$ cat config.mk
export PLATFORM = sky130hd
export DESIGN_NAME = slow_timer
export DESIGN_NICKNAME = d
export VERILOG_FILES = /design/src/rtl/slow_timer.sv
export SDC_FILE = /design/constraint.sdc
export NUM_CORES = 1
export LEC_CHECK = 0
export ABC_CLOCK_PERIOD_IN_PS = 2900
export CORE_MARGIN = 10
export CORE_UTILIZATION = 40
export CTS_CLUSTER_SIZE = 16
export DETAILED_ROUTE_END_ITERATION = 12
export PLACE_DENSITY = 0.71
export SYNTH_ARGS = -nofsm -noshare
export SYNTH_HDL_FRONTEND = slang
export SYNTH_SLANG_ARGS = --single-unit
$ cat constraint.sdc
create_clock -name CLK -period 2.9 [get_ports CLK]
set_clock_uncertainty 0.15 [all_clocks]
set_input_delay 0.58 -clock CLK [delete_from_list [all_inputs] [get_ports CLK]]
set_output_delay 0.58 -clock CLK [all_outputs]
set_load 0.05 [all_outputs]
$ cat src/rtl/slow_timer.sv
// Slow-speed request timer: holds Slow high while a slow peripheral is being
// accessed and for a programmable number of prescaler ticks afterwards.
module slow_timer #(
    parameter int PRE_W = 6
) (
    input  logic       CLK,
    input  logic       POR,
    input  logic       BACT,
    input  logic       IACKCS,
    input  logic       VIACS,
    input  logic       IWMCS,
    input  logic       SCCCS,
    input  logic       SCSICS,
    input  logic       SndCS,
    input  logic       SlowIACK,
    input  logic       SlowVIA,
    input  logic       SlowIWM,
    input  logic       SlowSCC,
    input  logic       SlowSCSI,
    input  logic       SlowSnd,
    input  logic       SlowClockGate,
    input  logic [3:0] SlowTimeout,
    output logic       Slow,
    output logic       ClockGate
);

    typedef enum logic [1:0] {
        IDLE,
        ACCESS,
        HOLD
    } state_t;

    state_t           state, nextState;
    logic             BACTr;
    logic             bactArmed;
    logic [3:0]       cnt, nextCnt;
    logic [PRE_W-1:0] pre, nextPre;
    logic             accessStart;
    logic             qual;
    logic             tick;

    // bactArmed stays low after reset until BACT has been seen low, so a bus
    // cycle already running when POR drops is never mistaken for a new start.
    assign accessStart = BACT & ~BACTr & bactArmed;

    assign qual = (IACKCS & SlowIACK) | (VIACS & SlowVIA) | (IWMCS & SlowIWM) |
                  (SCCCS & SlowSCC) | (SCSICS & SlowSCSI) | (SndCS & SlowSnd);

    assign tick = &pre;

    assign ClockGate = Slow & SlowClockGate;

    // NOTE: state registers use non-blocking assignments so every flop samples
    // the pre-edge values, independent of statement order.
    always_ff @(posedge CLK or posedge POR) begin
        if (POR) begin
            state     <= IDLE;
            Slow      <= 1'b0;
            cnt       <= 4'd0;
            pre       <= '0;
            BACTr     <= 1'b0;
            bactArmed <= 1'b0;
        end else begin
            state <= nextState;
            Slow  <= (nextState != IDLE);
            cnt   <= nextCnt;
            pre   <= nextPre;
            BACTr <= BACT;
            if (!BACT) begin
                bactArmed <= 1'b1;
            end
        end
    end

    // NOTE: every output of this block gets a default first, so no path can
    // leave a variable unassigned and infer a latch.
    always_comb begin
        nextState = state;
        nextCnt   = cnt;
        nextPre   = '0;
        case (state)
            IDLE: begin
                if (accessStart && qual) begin
                    nextState = ACCESS;
                end
            end
            ACCESS: begin
                if (!BACT) begin
                    if (SlowTimeout == 4'd0) begin
                        nextState = IDLE;
                    end else begin
                        nextState = HOLD;
                        nextCnt   = SlowTimeout;
                    end
                end
            end
            HOLD: begin
                nextPre = pre + 1'b1;
                // A qualified retrigger wins over a tick landing in the same cycle.
                if (accessStart && qual) begin
                    nextState = ACCESS;
                    nextPre   = '0;
                end else if (tick) begin
                    if (cnt == 4'd1) begin
                        nextState = IDLE;
                        nextCnt   = 4'd0;
                        nextPre   = '0;
                    end else begin
                        nextCnt = cnt - 1'b1;
                    end
                end
            end
            default: begin
                nextState = IDLE;
            end
        endcase
    end

endmodule

Yosys cells after proc, flatten, opt, wreduce, memory -nomap -nowiden
Cells that the tools add are included.
Storage, ports and cells
  bits in registers: 15
  input bits: 20
  output and inout port bits: 2
  logic and storage cells: 54
Operators by class
  add/subtract/negate cells: 2
  equal/unequal tests: 7
  mux-type cells: 17
  bitwise gates (word level): 15
  reduce and logical (&&, ||, !) cells: 7
Operators by type and width (count)
  $mux 6: 4
  $mux 4: 5
  $mux 2: 6
  $and 1x1->1: 9
  $ne 2x2->1 const B: 4
  $pmux 4 s2: 1
  $add 6x1->6 const B: 1
  $pmux 2 s3: 1
  $reduce_and 6->1: 1
  $or 1x1->1: 5
  $reduce_and 5->1: 1
  $eq 4x1->1 const B: 1
  $logic_not 4->1: 1
  $reduce_bool 2->1: 2
  $sub 4x1->4 const B: 1
  $eq 2x1->1 const B: 1
  $eq 2x2->1 const B: 1
  $logic_not 2->1: 1
  $logic_and 1x1->1: 1
  $not 1->1: 1

Logic depth before layout (Yosys ltp)
Gate-level depths: netlist of the first run.
  word-level depth: 10
  mapped depth: 7

Least setup slack after synthesis of the first run
OpenSTA, ideal clock, no wires.
  kind: reg2out
  start point: register Slow
  end point: output ClockGate
  arrival: 1.100 ns
  setup slack: 1.070 ns
  stages on the path, launching flop included: 2
  buffers on the path: 0
  path through: dfrtp_1 > and2_1
On the way
  longest elaborated chain between the ends: 1
Ends and longest elaborated chain
  start, declared: RTL line 23  | output logic Slow,
  start signal, assigned: RTL line 65  | Slow <= (nextState != IDLE);
  $and 1x1->1: RTL line 51  | assign ClockGate = Slow & SlowClockGate;
  end, declared: RTL line 24  | output logic ClockGate
No other way between the ends.

Final worst setup path of the first run
  start point: register Slow
  end point: output Slow
No word-level cell between the ends.

==> results of run 1 <==
==> worst paths after layout <==
kind	from	to	slack (ns)	cells past startpoint
setup reg to reg	pre[0]	cnt[3]	1.09	6
setup / recovery	Slow	Slow	0.75	1
min in group asynchronous	POR	bactArmed	0.49	2
hold reg to reg	pre[0]	pre[0]	0.31	1
max in group asynchronous	POR	pre[4]	1.74	2
hold / removal	pre[0]	pre[0]	0.31	1
==> per-stage QoR <==
step | power [uW] | util (%) | hold WS [ns] | instance area (um2) | instances
after floorplan | 554.2 | - | 0.2812 | 838.3 | 78
after global placement | 633.8 | 53.91 | 0.2958 | 1069 | 125
after detailed placement | 645.1 | 53.91 | 0.3035 | 1069 | 125
after CTS | 762.8 | 55.24 | 0.3156 | 1095 | 129
after global routing | 817.2 | 55.24 | 0.3633 | 1095 | 129
final | 753.4 | 55.24 | 0.3134 | 1095 | 129
==> per-layer routing <==
metal | wire length, um | track usage [%] | up-vias
met4 | 17 | 4.011 | 0
met3 | 95 | 2.712 | 4
met2 | 873 | 15.46 | 14
li1 | - | - | 318
met1 | 803 | 10.17 | 283
met5 | 0 | 0 | -
==> flip-flops by register name, summed over array words and instances (netlist names) <==
signal / count
pre: 6
state: 2
cnt: 4
Slow: 1
BACTr: 1
bactArmed: 1
==> placed cells by master, fill, tap and decap left out, types with 2 or more instances in the layout <==
cell type / count
nand2_1: 5
inv_1: 4
xor2_1: 2
a22oi_1: 3
xnor2_1: 2
clkbuf_4: 3
nand3_1: 2
nand2b_1: 4
nor2_1: 8
o41ai_2: 2
and2_1: 2
clkdlybuf4s50_1: 20
a21oi_1: 3
dfrtp_1: 15
ha_1: 3
o21ai_0: 2
mux2i_1: 4
nor3_1: 2
nand3b_1: 2
==> kinds of logic after synthesis <==
kind of cell,after synthesis,share of synthesized area (%)
xor gates and xnor gates,4,4.180
buffers and inverters,5,3.134
adders and majority gates,3,4.478
DFF,15,44.78
and+or+nand+nor,33,23.14
muxes,5,6.567
AOI/OAI and AO/OA,13,13.73
==> final cells by class <==
type / count / share of cell area, %
clock buffer: 4 / 2.400
inverter: 4 / 1.371
multi-input combinational: 58 / 39.89
sequential: 15 / 34.29
tap: 27 / 3.086
timing repair buffer: 21 / 18.97
==> power by group <==
part	internal [uW]	switching (uW)	total [uW]
Clock	53.3	62.6	116
Combinational	149	183	332
Sequential	263	42.7	306
==> synthesized netlist by cell type (all sizes together) <==
cell type  instances
dfrtp             15
nor2               8
nand2              6
nand2b             5
inv                4
mux2i              4
a21oi              3
a22oi              3
ha                 3
nand3              3
nor3               3
and2               2
nand3b             2
o21ai              2
o41ai              2
xnor2              2
xor2               2
a21boi             1
a31o               1
and2b              1
and3               1
buf                1
mux2               1
nor2b              1
o31ai              1
or3                1
==> summary.md, run 1 <==
| Metric | Value |
|---|---|
| Final nets | `126` |
| Gr usage total | `9.085%` |
| Dpl hpwl | `1461 um` |
| Chip width | `65.78 um` |
| CTS tree | `done` |
| Final wirelength | `1789 um` |
| CTS Hold Buffers Added | `0` |
| CP Data Arrival Time | `1.42 ns` |
| Yosys warning total | `0` |
| Critical path, cell by cell | `clkdlybuf4s50_1` |
| Syn Nets | `101` |
| Core area | `1982 um2` |
| Crit path time final | `2.154 ns` |
| Register Area | `375.4 um2` |
| Die area | `4327 um2` |
| Slowest library cell on the worst path | `clkdlybuf4s50_1` |
| Max Cap Viol | `0` |
| Critical Path Start Type | `flop` |
| Largest delay share family, worst path | `buffers and inverters` |
| Fin crit share | `74.27%` |
| Initial antenna violation count | `0` |
| Number of global-route vias before repair | `713` |
| GRT Residual Overflow | `0` |
| Status | `complete, no violations` |
| Layout filler cell count | `182` |
| Layout cells sized above 1 | `12.75%` |
| Residual DRC | `0` |
| Final worst slack | `0.7460 ns` |
| 1st-pass router iterations | `4` |
| TritonCTS Buffers | `3` |
| I/O Buffers | `21` |
| Synth top area cells | `dfrtp_1 (45%), mux2i_1 (4.8%), ha_1 (4.5%), o41ai_2 (3.9%), nor2_1 (3.6%)` |
| Clock tree buffer depth | `2` |
| Area leader, netlist | `dfrtp_1` |
| Worst hold path type | `reg2reg` |
| Gpl congestion | `0.7836` |
| WL/cell | `13.87 um` |
| P_leak | `0.0004784 uW` |
| Root Driver | `clkbuf_4` |
| Area growth syn-to-layout | `30.60%` |
| Largest net degree at the start of global routing | `16` |
| DR vias | `619` |
| Worst endpoint required time | `2.17 ns` |
| Post-synthesis sequential area ratio | `44.78%` |
| Pwr per Cell Area | `688.2 nW/um2` |
| Synthesized area per cell | `10.75 um2` |
| Diodes inserted | `0` |
| Initial core utilization | `42.30%` |
| Final hold violations | `0` |
| First-pass GRT wire length | `3160 um` |
| Fmax | `464.3 MHz` |
| Clock Latency Late Sink | `0.28 ns` |
| Gate Count Post-Synth | `78` |
| Worst vdd rail ir drop | `342.7 uV` |
| Die Ht | `65.78 um` |
| Critical path fanouts, max | `2` |
| Drt via density | `4.798` |
| Post-CTS setup buffer count | `0` |
| RSZ-0062 raised after global routing | `no` |
| Crit Path Category | `reg2out` |
| Worst path max stage delay | `0.80 ns` |
| Worst slack, placed | `0.5557 ns` |
| Clock sinks | `15` |
| Top cell type's share of synthesized area | `44.78%` |
| H-tree levels | `1` |
| Yosys reg bits | `15` |
| Post-Syn Area | `838.3 um2` |
| Setup violators final | `0` |
| Number of I/O pins | `22` |
| Setup_tns | `0 ns` |
| Rows | `16` |
| Multi-input gate area in the final layout | `436.7 um2` |
| Number of cells upsized or downsized after cts | `0` |
| Max-slew headroom | `59.48%` |
| Count of cell types in the netlist | `30` |
| Max-slew violation count | `0` |
| Routed Antenna Nets | `0` |
| WP buf/inv | `1` |
| Clock transition at path regs | `0.09 ns` |
| DRT iter0 DRCs | `28` |
| CP Capture Type | `output pin` |
| Slew @ Worst Pin | `0.6013 ns` |
Power figures use the tool's default switching activity.
==> inputs of run 2 (changes only) <==
ABC_CLOCK_PERIOD_IN_PS = 2000   (was 2900)
clock period = 2 ns   (was 2.9 ns; I/O delays follow)
==> run 2 against run 1 <==
  * Sequential share of layout area fell by 1.0 points
  * Design area rose by 3.1%
  * Cell count rose by 2.3%
  * Critical path depth rose by 6
  * Clock-buffer cell count fell by 1
  * Combinational power rose by 52%
  * Critical path type is now in2reg
  * Critical endpoint is now cnt[1]
==> summary.md, run 2 (synthesized netlist as in run 1, its figures left out) <==
| Metric | Value |
|---|---|
| Die area | `4327 um2 (unchanged)` |
| Number of global-route vias before repair | `720 (+0.98%)` |
| Slew @ Worst Pin | `0.5685 ns (-0.03274 ns)` |
| Logic gate share of total power | `44.8% (+0.8 points)` |
| Max FFs per register | `6 (unchanged)` |
| CTS Hold Buffers Added | `0 (unchanged)` |
| WP buf/inv | `2 (+1)` |
| WL/cell | `14.09 um (+1.6%)` |
| P_leak | `0.0005001 uW (+4.5%)` |
| I/O Buffers | `21 (unchanged)` |
| Clk pwr share | `15.6% (+0.2 points)` |
| Cell area after layout | `1129 um2 (+3.1%)` |
| Critical path, cell by cell | `clkdlybuf4s50_1 > a22oi_1 > a31o_2 > nand2_2 > a21boi_4 > buf_4 > mux2i_1` |
| First-pass GRT wire length | `3215 um (+1.7%)` |
| Initial core utilization | `42.30% (unchanged)` |
| Reg with most FFs | `pre` |
| Critical path fanouts, max | `3 (+1)` |
| Drt via density | `4.894 (+2.0%)` |
| Worst hold path type | `in2async` |
| Number of I/O pins | `22 (unchanged)` |
| Largest delay share family, worst path | `compound AO/OA/AOI/OAI gates` |
| Crit path time final | `1.785 ns` |
| Most frequent cells in the layout | `clkdlybuf4s50_1 (19), dfrtp_1 (15), nor2_1 (8)` |
| Crit Path Category | `in2reg` |
| Final wirelength | `1860 um (+4.0%)` |
| Most common cell after layout, fill and taps aside | `clkdlybuf4s50_1` |
| CP Capture Type | `flop` |
| Fmax | `560.3 MHz` |
| Max-slew violation count | `0 (unchanged)` |
| Placed Cells | `128 (+2.4%)` |
| Root Driver | `clkbuf_4` |
| Reg2reg end | `Slow` |
| Worst slack, placed | `-0.08898 ns (-0.6447 ns)` |
| Sequential share of power | `39.6% (-1.0 points)` |
| Max Cap Viol | `0 (unchanged)` |
| Worst path depth | `7 (+6)` |
| Dpl hpwl | `1538 um (+5.3%)` |
| Worst endpoint required time | `2.06 ns (-0.11 ns)` |
| GRT Residual Overflow | `0 (unchanged)` |
| Clock tree buffer depth | `2 (unchanged)` |
| Largest net degree at the start of global routing | `16 (unchanged)` |
| Status | `complete, no violations` |
| RSZ-0062 raised after global routing | `no` |
| Sw Pwr | `435.4 uW (+51%)` |
| Placed Area | `1101 um2 (+3.0%)` |
| Chip width | `65.78 um (unchanged)` |
| Worst Setup SP | `IWMCS` |
| Critical Path Sink | `cnt[1]` |
| Finished Layout Cells | `132 (+2.3%)` |
| Clock transition at path regs | `0.09 ns (about the same)` |
| CP Data Arrival Time | `1.84 ns (+0.42 ns)` |
| Post-CTS setup buffer count | `0 (unchanged)` |
| CTS tree | `done` |
| Routed Antenna Nets | `0 (unchanged)` |
| Rows | `16 (unchanged)` |
| Final hold violations | `0 (unchanged)` |
| Worst path max stage delay | `0.40 ns (-0.40 ns)` |
| Switching share of power | `38.57% (+0.36 points)` |
| Residual DRC | `0 (unchanged)` |
| Worst vdd rail ir drop | `573.2 uV (+67%)` |
| DRT iter0 DRCs | `30 (+7.1%)` |
| Gr usage total | `9.440% (+0.36 points)` |
| Pwr per Cell Area | `1000 nW/um2 (+45%)` |
| Clock sinks | `15 (unchanged)` |
| Max-slew headroom | `62.06% (+2.6 points)` |
| Layout cells sized above 1 | `17.14% (+4.4 points)` |
| Gpl congestion | `0.8029 (+2.5%)` |
| Final worst slack | `0.2152 ns (-0.5308 ns)` |
| Critical Path Start Type | `input port` |
| Fin crit share | `89.24%` |
| Setup violators final | `0 (unchanged)` |
| Diodes inserted | `0 (unchanged)` |
| Clock Latency Late Sink | `0.29 ns (about the same)` |
| DR vias | `646 (+4.4%)` |
| TritonCTS Buffers | `3 (unchanged)` |
| RR Startpoint | `cnt[1]` |
| Die Ht | `65.78 um (unchanged)` |
| Area growth syn-to-layout | `34.63%` |
| R2R cell count | `5 (-1)` |
| R2r setup slk | `0.25 ns (-0.84 ns)` |
| 1st-pass router iterations | `4 (unchanged)` |
| Final nets | `129 (+2.4%)` |
| Number of cells upsized or downsized after cts | `0 (unchanged)` |
| H-tree levels | `1 (unchanged)` |
| Core area | `1982 um2 (unchanged)` |
| Largest regs | `pre (6), cnt (4), state (2)` |
| Internal power | `693.6 uW (+49%)` |
| Initial antenna violation count | `0 (unchanged)` |
| Slowest library cell on the worst path | `clkdlybuf4s50_1` |
-- run 2: layer usage --
metal | global-route usage (%) | part of all wire (%)
met5 | 0 | 0
met2 | 15.34 | 49
met4 | 4.813 | 0.91
met1 | 10.88 | 44
met3 | 2.881 | 5.8
-- run 2: area by class of cell --
cell class	count	area (um2)
Multi-Input combinational cell	58	436.7
Fill cell	168	853.3
Sequential cell	15	375.4
Timing Repair Buffer	24	240.2
Tap cell	27	33.78
Clock buffer	3	22.52
Clock inverter	1	5.005
Inverter	4	15.01
-- run 2: power by group through the flow --
stage          combinational, uW  sequential (uW)  clock (uW)
6_report                     506              447         176
5_1_grt                      575              457         191
4_1_cts                      514              447         180
3_5_place_dp                 511              453           0
3_3_place_gp                 497              450           0
2_1_floorplan                329              474           0
-- run 2: stage by stage --
step	hold WS [ns]	total power, uW	utilization, %	setup TNS, ns
2_1_floorplan	0.1515	803.6	-	0
3_3_place_gp	0.3023	947.0	55.56	-0.1982
3_5_place_dp	0.3054	964.0	55.56	-0.2566
4_1_cts	0.3153	1141	56.94	0
5_1_grt	0.3408	1223	56.94	0
6_report	0.3060	1129	56.94	0
-- run 2: worst min-delay path by stage --
stage	from	end	slack [ns]	cells past startpoint
detailed placement	bactArmed	bactArmed	0.31	1
global route	POR	pre[2]	0.34	2
global placement	pre[0]	pre[0]	0.30	1
floorplan	POR	BACTr	0.15	1
finish	POR	pre[2]	0.31	2
CTS	POR	pre[2]	0.32	2
